[src/rtl/mux_arb_pkg.sv]
// ---------------------------------------------------------------------------
// mux_arb_pkg
// Shared types and the arbitration decision for mux2_rr_arbiter.
//   arb_state_t : arbiter FSM state (IDLE, GRANT_A, GRANT_B)
//   req_id_t    : requester identity; encoding equals the mux select value
//   arb_pick()  : round-robin choice between two requests given the
//                 requester that won most recently
// ---------------------------------------------------------------------------
package mux_arb_pkg;

    typedef enum logic [1:0] {
        IDLE    = 2'd0,
        GRANT_A = 2'd1,
        GRANT_B = 2'd2
    } arb_state_t;

    // REQ_A = 1 so a req_id_t can be used directly as the mux select.
    typedef enum logic {
        REQ_B = 1'b0,
        REQ_A = 1'b1
    } req_id_t;

    // A tie goes to whichever requester did not win last time.
    function automatic arb_state_t arb_pick(input logic    req_a,
                                            input logic    req_b,
                                            input req_id_t last_win);
        arb_state_t pick;
        if (req_a && req_b) begin
            pick = (last_win == REQ_A) ? GRANT_B : GRANT_A;
        end else if (req_a) begin
            pick = GRANT_A;
        end else if (req_b) begin
            pick = GRANT_B;
        end else begin
            pick = IDLE;
        end
        return pick;
    endfunction

endpackage

[src/rtl/mux2to1_bus.sv]
// ---------------------------------------------------------------------------
// mux2to1_bus
// DATA_W-wide 2:1 mux made of per-bit NAND slices sharing one select.
//   in_a  [DATA_W] : routed to out when sel = 1
//   in_b  [DATA_W] : routed to out when sel = 0
//   sel            : select
//   out   [DATA_W] : mux output (purely combinational)
// ---------------------------------------------------------------------------
module mux2to1_bus #(
    parameter int DATA_W = 8
) (
    input  logic [DATA_W-1:0] in_a,
    input  logic [DATA_W-1:0] in_b,
    input  logic              sel,
    output logic [DATA_W-1:0] out
);

    for (genvar i = 0; i < DATA_W; i++) begin : g_bit
        mux2to1_slice u_slice (
            .in_a  (in_a[i]),
            .in_b  (in_b[i]),
            .sel   (sel),
            .out_y (out[i])
        );
    end

endmodule

[src/rtl/mux2to1_slice.sv]
// ---------------------------------------------------------------------------
// mux2to1_slice
// One bit of the 2:1 datapath mux, built from NAND gates only.
//   in_a  : selected when sel = 1
//   in_b  : selected when sel = 0
//   sel   : select
//   out_y : mux output
// ---------------------------------------------------------------------------
module mux2to1_slice (
    input  logic in_a,
    input  logic in_b,
    input  logic sel,
    output logic out_y
);

    logic sel_n;
    logic nand_a;
    logic nand_b;

    assign sel_n  = ~(sel & sel);
    assign nand_a = ~(in_a & sel);
    assign nand_b = ~(in_b & sel_n);
    assign out_y  = ~(nand_a & nand_b);

endmodule

[src/rtl/mux2_rr_arbiter.sv]
// ---------------------------------------------------------------------------
// mux2_rr_arbiter
// Round-robin arbiter sharing one downstream valid/ready channel between
// requesters A and B. It drives the select of a NAND-gate 2:1 data mux and
// holds each grant until a last beat or MAX_BURST beats have transferred.
//
// Ports
//   clk, rst_n                  : clock, asynchronous active-low reset
//   a_valid/a_data/a_last/a_ready : requester A channel
//   b_valid/b_data/b_last/b_ready : requester B channel
//   out_valid/out_data/out_last/out_ready : downstream channel
//   sel                         : mux select, 1 = A, 0 = B (registered)
//   busy                        : a grant is active
//
// Handshake: a beat moves on a rising edge where valid && ready are both
// high. The sender holds valid, data and last stable until it sees ready;
// ready may depend combinationally on valid-independent state only, and
// valid never waits for ready.
// ---------------------------------------------------------------------------
module mux2_rr_arbiter
    import mux_arb_pkg::*;
#(
    parameter int DATA_W    = 8,
    parameter int MAX_BURST = 4
) (
    input  logic              clk,
    input  logic              rst_n,
    input  logic              a_valid,
    input  logic [DATA_W-1:0] a_data,
    input  logic              a_last,
    output logic              a_ready,
    input  logic              b_valid,
    input  logic [DATA_W-1:0] b_data,
    input  logic              b_last,
    output logic              b_ready,
    output logic              out_valid,
    output logic [DATA_W-1:0] out_data,
    output logic              out_last,
    input  logic              out_ready,
    output logic              sel,
    output logic              busy
);

    localparam int                CNT_W    = $clog2(MAX_BURST + 1);
    // burst_cnt value on the beat that exhausts the burst allowance.
    localparam logic [CNT_W-1:0]  CNT_LAST = CNT_W'(MAX_BURST - 1);

    arb_state_t       state_q,     state_d;
    req_id_t          last_win_q,  last_win_d;
    logic [CNT_W-1:0] burst_cnt_q, burst_cnt_d;
    logic             sel_q,       sel_d;

    logic xfer;
    logic release_now;
    logic req_a;
    logic req_b;

    always_comb begin
        state_d     = state_q;
        last_win_d  = last_win_q;
        burst_cnt_d = burst_cnt_q;
        sel_d       = sel_q;
        out_valid   = 1'b0;
        out_last    = 1'b0;
        a_ready     = 1'b0;
        b_ready     = 1'b0;
        xfer        = 1'b0;
        release_now = 1'b0;
        req_a       = 1'b0;
        req_b       = 1'b0;

        case (state_q)
            IDLE: begin
                state_d = arb_pick(a_valid, b_valid, last_win_q);
            end
            GRANT_A: begin
                out_valid = a_valid;
                out_last  = a_last;
                a_ready   = out_ready;
            end
            GRANT_B: begin
                out_valid = b_valid;
                out_last  = b_last;
                b_ready   = out_ready;
            end
            default: begin
                state_d = IDLE;
            end
        endcase

        xfer        = out_valid && out_ready;
        release_now = xfer && (out_last || (burst_cnt_q == CNT_LAST));

        if (release_now) begin
            burst_cnt_d = '0;
            last_win_d  = (state_q == GRANT_A) ? REQ_A : REQ_B;
            // The grantee's valid this cycle belongs to the beat being
            // consumed. It only signals more pending data when that beat
            // did not close the packet (i.e. a burst-limit release).
            req_a   = a_valid && !((state_q == GRANT_A) && a_last);
            req_b   = b_valid && !((state_q == GRANT_B) && b_last);
            state_d = arb_pick(req_a, req_b, last_win_d);
        end else if (xfer) begin
            burst_cnt_d = burst_cnt_q + CNT_W'(1);
        end

        // sel follows every new grant and holds its value through IDLE.
        case (state_d)
            GRANT_A: sel_d = 1'b1;
            GRANT_B: sel_d = 1'b0;
            default: sel_d = sel_q;
        endcase
    end

    always_ff @(posedge clk or negedge rst_n) begin
        if (!rst_n) begin
            state_q     <= IDLE;
            last_win_q  <= REQ_B;
            burst_cnt_q <= '0;
            sel_q       <= 1'b1;
        end else begin
            state_q     <= state_d;
            last_win_q  <= last_win_d;
            burst_cnt_q <= burst_cnt_d;
            sel_q       <= sel_d;
        end
    end

    assign sel  = sel_q;
    assign busy = (state_q != IDLE);

    mux2to1_bus #(
        .DATA_W (DATA_W)
    ) u_mux (
        .in_a (a_data),
        .in_b (b_data),
        .sel  (sel_q),
        .out  (out_data)
    );

endmodule
[config.mk]
export PLATFORM = sky130hd
export DESIGN_NAME = mux2_rr_arbiter
export DESIGN_NICKNAME = d
export VERILOG_FILES = /design/src/rtl/mux_arb_pkg.sv /design/src/rtl/mux2to1_bus.sv /design/src/rtl/mux2to1_slice.sv /design/src/rtl/mux2_rr_arbiter.sv
export SDC_FILE = /design/constraint.sdc
export NUM_CORES = 1
export LEC_CHECK = 0
export CAP_MARGIN = 20
export CORE_MARGIN = 2
export CORE_UTILIZATION = 41
export CTS_CLUSTER_SIZE = 10
export DETAILED_ROUTE_END_ITERATION = 12
export HOLD_SLACK_MARGIN = 0.08
export PLACE_DENSITY = 0.83
export SYNTH_ARGS = -nofsm -noshare
export SYNTH_HDL_FRONTEND = slang
export SYNTH_SLANG_ARGS = --single-unit
export TNS_END_PERCENT = 30
[constraint.sdc]
create_clock -name clk -period 3 [get_ports clk]
set_input_delay 0.9 -clock clk [delete_from_list [all_inputs] [get_ports clk]]
set_output_delay 0.9 -clock clk [all_outputs]
set_load 0.1 [all_outputs]
**Yosys cells after proc, flatten, opt, wreduce, memory -nomap -nowiden**

Index checks and enable logic that the tools add are counted.

- Register bits after elaboration: 7
- Input port bits: 23

- Add/sub/neg operators: 1
- Equal/unequal tests: 5
- Multiplexer cells: 18
- Bitwise gates (word level): 49
- Reduce and logical (&&, ||, !) cells: 16

Operators with widths:

| kind | number |
|---|---|
| inverter 1 bit | 25 |
| AND 1 bit | 24 |
| 2-to-1 mux 2 bit | 9 |
| logical AND 1 bit | 8 |
| 2-to-1 mux 3 bit | 2 |
| one-hot mux 1 bit (2 select lines) | 3 |
| nonzero test 2 bit | 3 |
| equality test 2 x 1 -> 1 bit, second input constant | 2 |
| equality test 2 bit, second input constant | 2 |
| one-hot mux 2 bit (2 select lines) | 1 |
| adder 3 x 1 -> 3 bit, second input constant | 1 |
| equality test 3 x 2 -> 1 bit, second input constant | 1 |
| 2-to-1 mux 1 bit | 3 |
| logical NOT 1 bit | 2 |
| logical NOT 2 bit | 1 |
| OR reduction 2 bit | 1 |
| logical OR 1 bit | 1 |

**Longest topological paths before layout**

Gate-level depths: netlist of the first run.

- Depth after elaboration: 10
- Mapped depth: 7

**Modules after synthesis**

From an unflattened synthesis of the first run, not the netlist that was laid out.

- Cells, all modules: 62
- Area, all modules: 659.4 µm²

By module, submodules not included:

| module | times used | cells each | area each (µm²) | seq. area each (µm²) |
|---|---|---|---|---|
| mux2_rr_arbiter | 1 | 54 | 539.3 | 176.4 |
| mux2to1_slice | 8 | 1 | 15.0 | 0.0 |

**Worst setup path before layout of the first run**

OpenSTA, ideal clock, no wires.

- Path kind: input port to output port
- From: input b_valid
- To: output out_valid
- Arrival time: 2.365 ns
- Path slack: -0.265 ns
- Stages on the path: 2
- Buffers on the path: 0
- Cells stage by stage: a22oi_2 > nor2b_1

- Word-level cells in the longest chain between the ends: 1

RTL lines:

| element | line | RTL |
|---|---|---|
| from (decl) | mux2_rr_arbiter.sv:32 | `input logic b_valid,` |
| one-hot mux 1 bit (2 select lines) | mux2_rr_arbiter.sv:72 | `case (state_q)` |
| to (decl) | mux2_rr_arbiter.sv:36 | `output logic out_valid,` |

Every way passes these cells.

**Worst setup path after layout of the first run**

- From: input a_last
- To: output out_last

- Word-level cells in the longest chain between the ends: 1

RTL lines:

| element | line | RTL |
|---|---|---|
| from (decl) | mux2_rr_arbiter.sv:30 | `input logic a_last,` |
| one-hot mux 1 bit (2 select lines) | mux2_rr_arbiter.sv:72 |  |
| to (decl) | mux2_rr_arbiter.sv:38 | `output logic out_last,` |

Every way passes these cells.

==> results.json, run 1 <==
{
  "period_minus_slack_ps": 2870,
  "syn_avg_cell_area_um2": 9.94,
  "rsz0062_at_grt": "false",
  "postRouteWirelength_mm": 1.54,
  "drv_slew": 0,
  "clk_pin_slew_ps": 50,
  "die-area_um2": 2040,
  "grt_pass1_wl_mm": 2.62,
  "critPathRequiredTime_ps": 2100,
  "cap_violations": 0,
  "fp.dieH_um": 45.2,
  "drive_above_1_share": 0.359,
  "antenna_left": 0,
  "synthCells": 70,
  "cts_buffer_depth": 2,
  "fin_ws_ps": 134,
  "synth-seq-cells": 7,
  "fp.dieW_um": 45.2,
  "power_density_nw_per_um2": 958,
  "nNetsFinal": 133,
  "synth_cell_type_count": 25,
  "cts.repair.resized": 0,
  "core-area_um2": 1540,
  "drc_errors": 0,
  "worst_pin_slew_ps": 408,
  "critPathCaptureType": "output port",
  "synth_compound_gate_area_share": 0.162,
  "ios": 37,
  "dp_slack_ps": 145,
  "max_clock_freq_ghz": 0.349,
  "yosysSeqAreaShare": 0.254,
  "muxShareOfSynthArea": 0.223,
  "period_share": 0.955,
  "rows": 14,
  "criticalPathCategory": "primary input to output port",
  "power.internal_w": 0.000520,
  "cts_root_buf": "clkbuf_4",
  "postCtsSetupBuffers": 0,
  "clkPwrFrac": 0.074,
  "cts_tree": "yes",
  "syn_nets": 99,
  "drt_pre_antenna_iters": 4,
  "finalSetupViolCount": 0,
  "switching_share": 0.536,
  "relSlewSlack": 0.728,
  "p_seq_frac": 0.151,
  "syn_area_um2": 696,
  "synth-adder-area-share": 0.108,
  "start_util": 0.451,
  "cts_hold_buf": 0,
  "clkSinkCount": 7,
  "ir_worst_vdd_mv": 0.547,
  "cts-htree-levels": 1,
  "num_antenna_cells": 0,
  "hold_class": "flip-flop to flip-flop",
  "hold_viol": 0,
  "grtUsageTotal": 0.174,
  "cts_made_buffers": 3,
  "grt_pass1_vias": 649,
  "synthSimpleGateAreaFrac": 0.129,
  "worstSkewPairLatency_ps": 240,
  "via_count": 632,
  "switchingPower_w": 0.000602,
  "fin_tns_setup_ps": 0,
  "cp-start-kind": "primary input",
  "antenna_found_initial": 0,
  "gpl.final_weighted_congestion": 0.813,
  "viasPerCell": 5.31,
  "fin_worst_skew_ps": 4.19,
  "rrSetupSlack_ps": 820,
  "syn_to_final_growth_pct": 68.3,
  "path_max_fanout": 3,
  "synth_top_family_by_area": "multiplexers",
  "grt_max_degree": 11,
  "cp.arrival_ps": 1970,
  "pwr-share-comb": 0.774,
  "portBuffers": 36,
  "status": "completed",
  "final_util": 0.760,
  "ys_warn_count": 0,
  "dr.first_iter.drc_count": 8,
  "p_leak_nw": 0.536,
  "synth-xor-area-share": 0,
  "routedWlPerCell_um": 12.9,
  "overflow": 0,
  "hpwl_mm": 1.37
}
-- power by group through the flow --
stage	Sequential (W)	Combinational (W)	Clock [W]
2_1_floorplan	0.000177	0.000614	0
3_3_place_gp	0.000168	0.000852	0
3_5_place_dp	0.000172	0.000872	0
4_1_cts	0.000170	0.000873	0.0000856
5_1_grt	0.000176	0.000924	0.0000910
6_report	0.000170	0.000869	0.0000835
-- registers in the layout, summed over array words and instances, names as in the netlist --
name         flops
sel              1
last_win_q       1
state_q          2
burst_cnt_q      3
-- Yosys cell counts --
cell type / instances / share of area
a21o_1: 1 / 0.011
a22o_1: 1 / 0.013
a22oi_2: 1 / 0.018
buf_4: 8 / 0.086
and2_1: 3 / 0.027
nand2_1: 3 / 0.016
o41ai_1: 1 / 0.013
and3_1: 1 / 0.0090
a221oi_1: 1 / 0.013
a31oi_1: 1 / 0.0090
dfrtp_1: 6 / 0.22
o31ai_1: 2 / 0.022
nor3_4: 1 / 0.023
ha_1: 6 / 0.11
clkbuf_1: 1 / 0.0054
nand2b_1: 2 / 0.018
dfstp_2: 1 / 0.038
a41o_1: 2 / 0.029
a21bo_2: 1 / 0.014
mux2_2: 12 / 0.19
o21ai_0: 3 / 0.022
inv_1: 6 / 0.032
mux2i_1: 2 / 0.029
or2_2: 1 / 0.0090
nor2b_1: 3 / 0.027
-- layer usage --
| layer | up-vias | routed length (µm) | track usage |
|---|---|---|---|
| met5 | - | 0 | 0 |
| met4 | 0 | 0 | 0.0706 |
| met3 | 0 | 97 | 0.0200 |
| met2 | 31 | 818 | 0.317 |
| met1 | 289 | 619 | 0.203 |
| li1 | 312 | - | - |
-- cells in the final DEF, fill, tap and decap left out, types with 3 or more instances in the layout --
| cell | n |
|---|---|
| buf_12 | 12 |
| mux2_2 | 12 |
| clkdlybuf4s50_1 | 22 |
| buf_4 | 4 |
| o21ai_0 | 3 |
| dfrtp_1 | 6 |
| and2_1 | 3 |
| inv_1 | 6 |
| nand2_1 | 3 |
| clkbuf_4 | 3 |
| ha_1 | 6 |
-- critical path, cell delays in order --
cell and delay (ps):
clkdlybuf4s50_1 450, a22o_1 260, and2_1 190, buf_12 170
-- cell type report --
| cell class | instances | area [µm²] |
|---|---|---|
| well taps | 16 | 20.0 |
| fillers | 107 | 370 |
| flip-flops and latches | 7 | 176 |
| multi-input cells | 48 | 435 |
| repair buffers | 38 | 490 |
| inverters | 6 | 22.5 |
| clock buffers | 4 | 26.3 |
-- metrics by stage --
step	hold WS (ps)	total power, W	std cells	area [µm²]
after floorplan	454	0.000792	70	698
after global placement	471	0.00102	115	1140
after detailed placement	485	0.00104	115	1140
after CTS	490	0.00113	119	1170
after global routing	539	0.00119	119	1170
final	493	0.00112	119	1170
-- kinds of logic (layout without fill, tap and decap cells) --
family | Yosys count | in the layout
muxes | 14 | 14
AOI/OAI and AO/OA | 14 | 14
buffers and inverters | 15 | 48
DFF | 7 | 7
and+or+nand+nor | 14 | 14
adders and majority gates | 6 | 6
-- worst paths after layout --
kind	start	end	depth (start not counted)
worst max register to register	state_q[1]	sel	8
min in group asynchronous	rst_n	burst_cnt_q[1]	1
worst max-delay path	a_last	out_last	4
worst min register to register	burst_cnt_q[0]	burst_cnt_q[0]	1
worst min-delay path	burst_cnt_q[0]	burst_cnt_q[0]	1
max in group asynchronous	rst_n	sel	1
Note: power is estimated with default switching activity, not from simulation.
==> inputs of run 2 (changes only) <==
Settings changed: PLACE_DENSITY 0.83 to 0.94.
==> run 2 against run 1 <==
Flip-flop and latch count stayed put. Global-route usage is 2.0 points higher. Utilization stayed put.
==> results.json, run 2 (same netlist as run 1, synthesis figures left out) <==
{
  "final_common_cell": "clkdlybuf4s50_1",
  "worstHoldStart": "burst_cnt_q[0]",
  "worstSkewPairLatency_ps": 240,
  "critPathRequiredTime_ps": 2100,
  "criticalPathCategory": "primary input to output port",
  "cts-htree-levels": 1,
  "top_register": "burst_cnt_q",
  "rrSetupSlack_ps": 790,
  "clk_pin_slew_ps": 50,
  "reg.largest.list": "burst_cnt_q (3), state_q (2)",
  "power_density_nw_per_um2": 958,
  "timing.rr.end": "sel",
  "fp.dieH_um": 45.2,
  "layout.cells.most_common_list": "22 x clkdlybuf4s50_1, 12 x mux2_2, 12 x buf_12",
  "cp-start-kind": "primary input",
  "hpwl_mm": 1.50,
  "path_max_fanout": 3,
  "ir_worst_vdd_mv": 0.504,
  "relSlewSlack": 0.732,
  "fin_hold_ws_ps": 488,
  "core-area_um2": 1540,
  "cp.arrival_ps": 1970,
  "grt_pass1_vias": 647,
  "drv_slew": 0,
  "hold_class": "flip-flop to flip-flop",
  "hold_viol": 0,
  "max_clock_freq_ghz": 0.349,
  "syn_to_final_growth_pct": 68.3,
  "rsz0062_at_grt": "false",
  "overflow": 0,
  "largest_reg_flops": 3,
  "portBuffers": 36,
  "gpl.final_weighted_congestion": 0.833,
  "ios": 37,
  "routedWlPerCell_um": 14.0,
  "whs_path_depth": 1,
  "fp.dieW_um": 45.2,
  "critPathCaptureType": "output port",
  "drt_pre_antenna_iters": 4,
  "cts_tree": "yes",
  "nNetsFinal": 133,
  "dr.first_iter.drc_count": 5,
  "start_util": 0.451,
  "drc_errors": 0,
  "r2r_cells": 8,
  "crit_path_cell_trace": "clkdlybuf4s50_1 -> a22o_1 -> and2_1 -> buf_12",
  "num_antenna_cells": 0,
  "grt_max_degree": 11,
  "antenna_found_initial": 0,
  "viasPerCell": 5.39,
  "cpMaxStageDelayCell": "clkdlybuf4s50_1",
  "timing.rr.start": "state_q[1]",
  "postRouteWirelength_mm": 1.67,
  "cts_hold_buf": 0,
  "worst_pin_slew_ps": 402,
  "die-area_um2": 2040,
  "fin_worst_skew_ps": 3.01,
  "cts.repair.resized": 0,
  "clkSinkCount": 7,
  "period_share": 0.956,
  "fin_tns_setup_ps": 0,
  "period_minus_slack_ps": 2870,
  "postCtsSetupBuffers": 0,
  "status": "completed",
  "cts_root_buf": "clkbuf_4",
  "rows": 14,
  "p_leak_nw": 0.536,
  "grtUsageTotal": 0.194,
  "antenna_left": 0,
  "cts_buffer_depth": 2,
  "hold-path-endpoint": "burst_cnt_q[0]",
  "via_count": 641,
  "cap_violations": 0,
  "cts_made_buffers": 3,
  "grt_pass1_wl_mm": 2.82,
  "finalSetupViolCount": 0,
  "max_stage_delay_ps": 450,
  "drive_above_1_share": 0.359
}
## run 2: cell counts in the layout (fill, tap and decap cells not counted)
No cell type changed its count.
## run 2: cell type report
class	instances	area, µm²
Clock buffer	4	26.3
Fill cell	115	370
Inverter	6	22.5
Multi-Input combinational cell	48	435
Sequential cell	7	176
Tap cell	16	20.0
Timing Repair Buffer	38	490
## run 2: per-stage QoR
step                      utilization  instances  setup slack [ps]  power, W  area (µm²)
final                           0.760        119               132   0.00112        1170
after global routing            0.760        119              96.2   0.00119        1170
after CTS                       0.760        119               132   0.00113        1170
after detailed placement        0.743        115               139   0.00105        1140
after global placement          0.743        115               165   0.00102        1140
after floorplan                     -         70               261  0.000792         698
## run 2: worst max-delay path, delay by kind of cell
kind | cells | cell delay (ps)
buffers and inverters | 2 | 620
AOI/OAI and AO/OA | 1 | 260
and+or+nand+nor | 1 | 190
## run 2: where the power goes
part	internal [W]	switching (W)
clock network	0.0000506	0.0000315
registers	0.000135	0.0000339
logic	0.000336	0.000536
total	0.000521	0.000601
## run 2: how the worst max path moves through the flow
stage / start / to / slack (ps) / depth (start not counted)
after floorplan: b_valid / out_valid / 260 / 2
after global placement: a_last / out_last / 160 / 4
after detailed placement: a_last / out_last / 140 / 4
after CTS: a_last / out_last / 130 / 4
after global routing: a_last / out_last / 100 / 4
final: a_last / out_last / 130 / 4
## run 2: routing by layer
layer,vias up,GRT usage,routed length [µm]
met5,-,0,0
met4,0,0.0706,15
met3,2,0.0760,217
met2,39,0.363,904
met1,286,0.190,528
li1,314,-,-
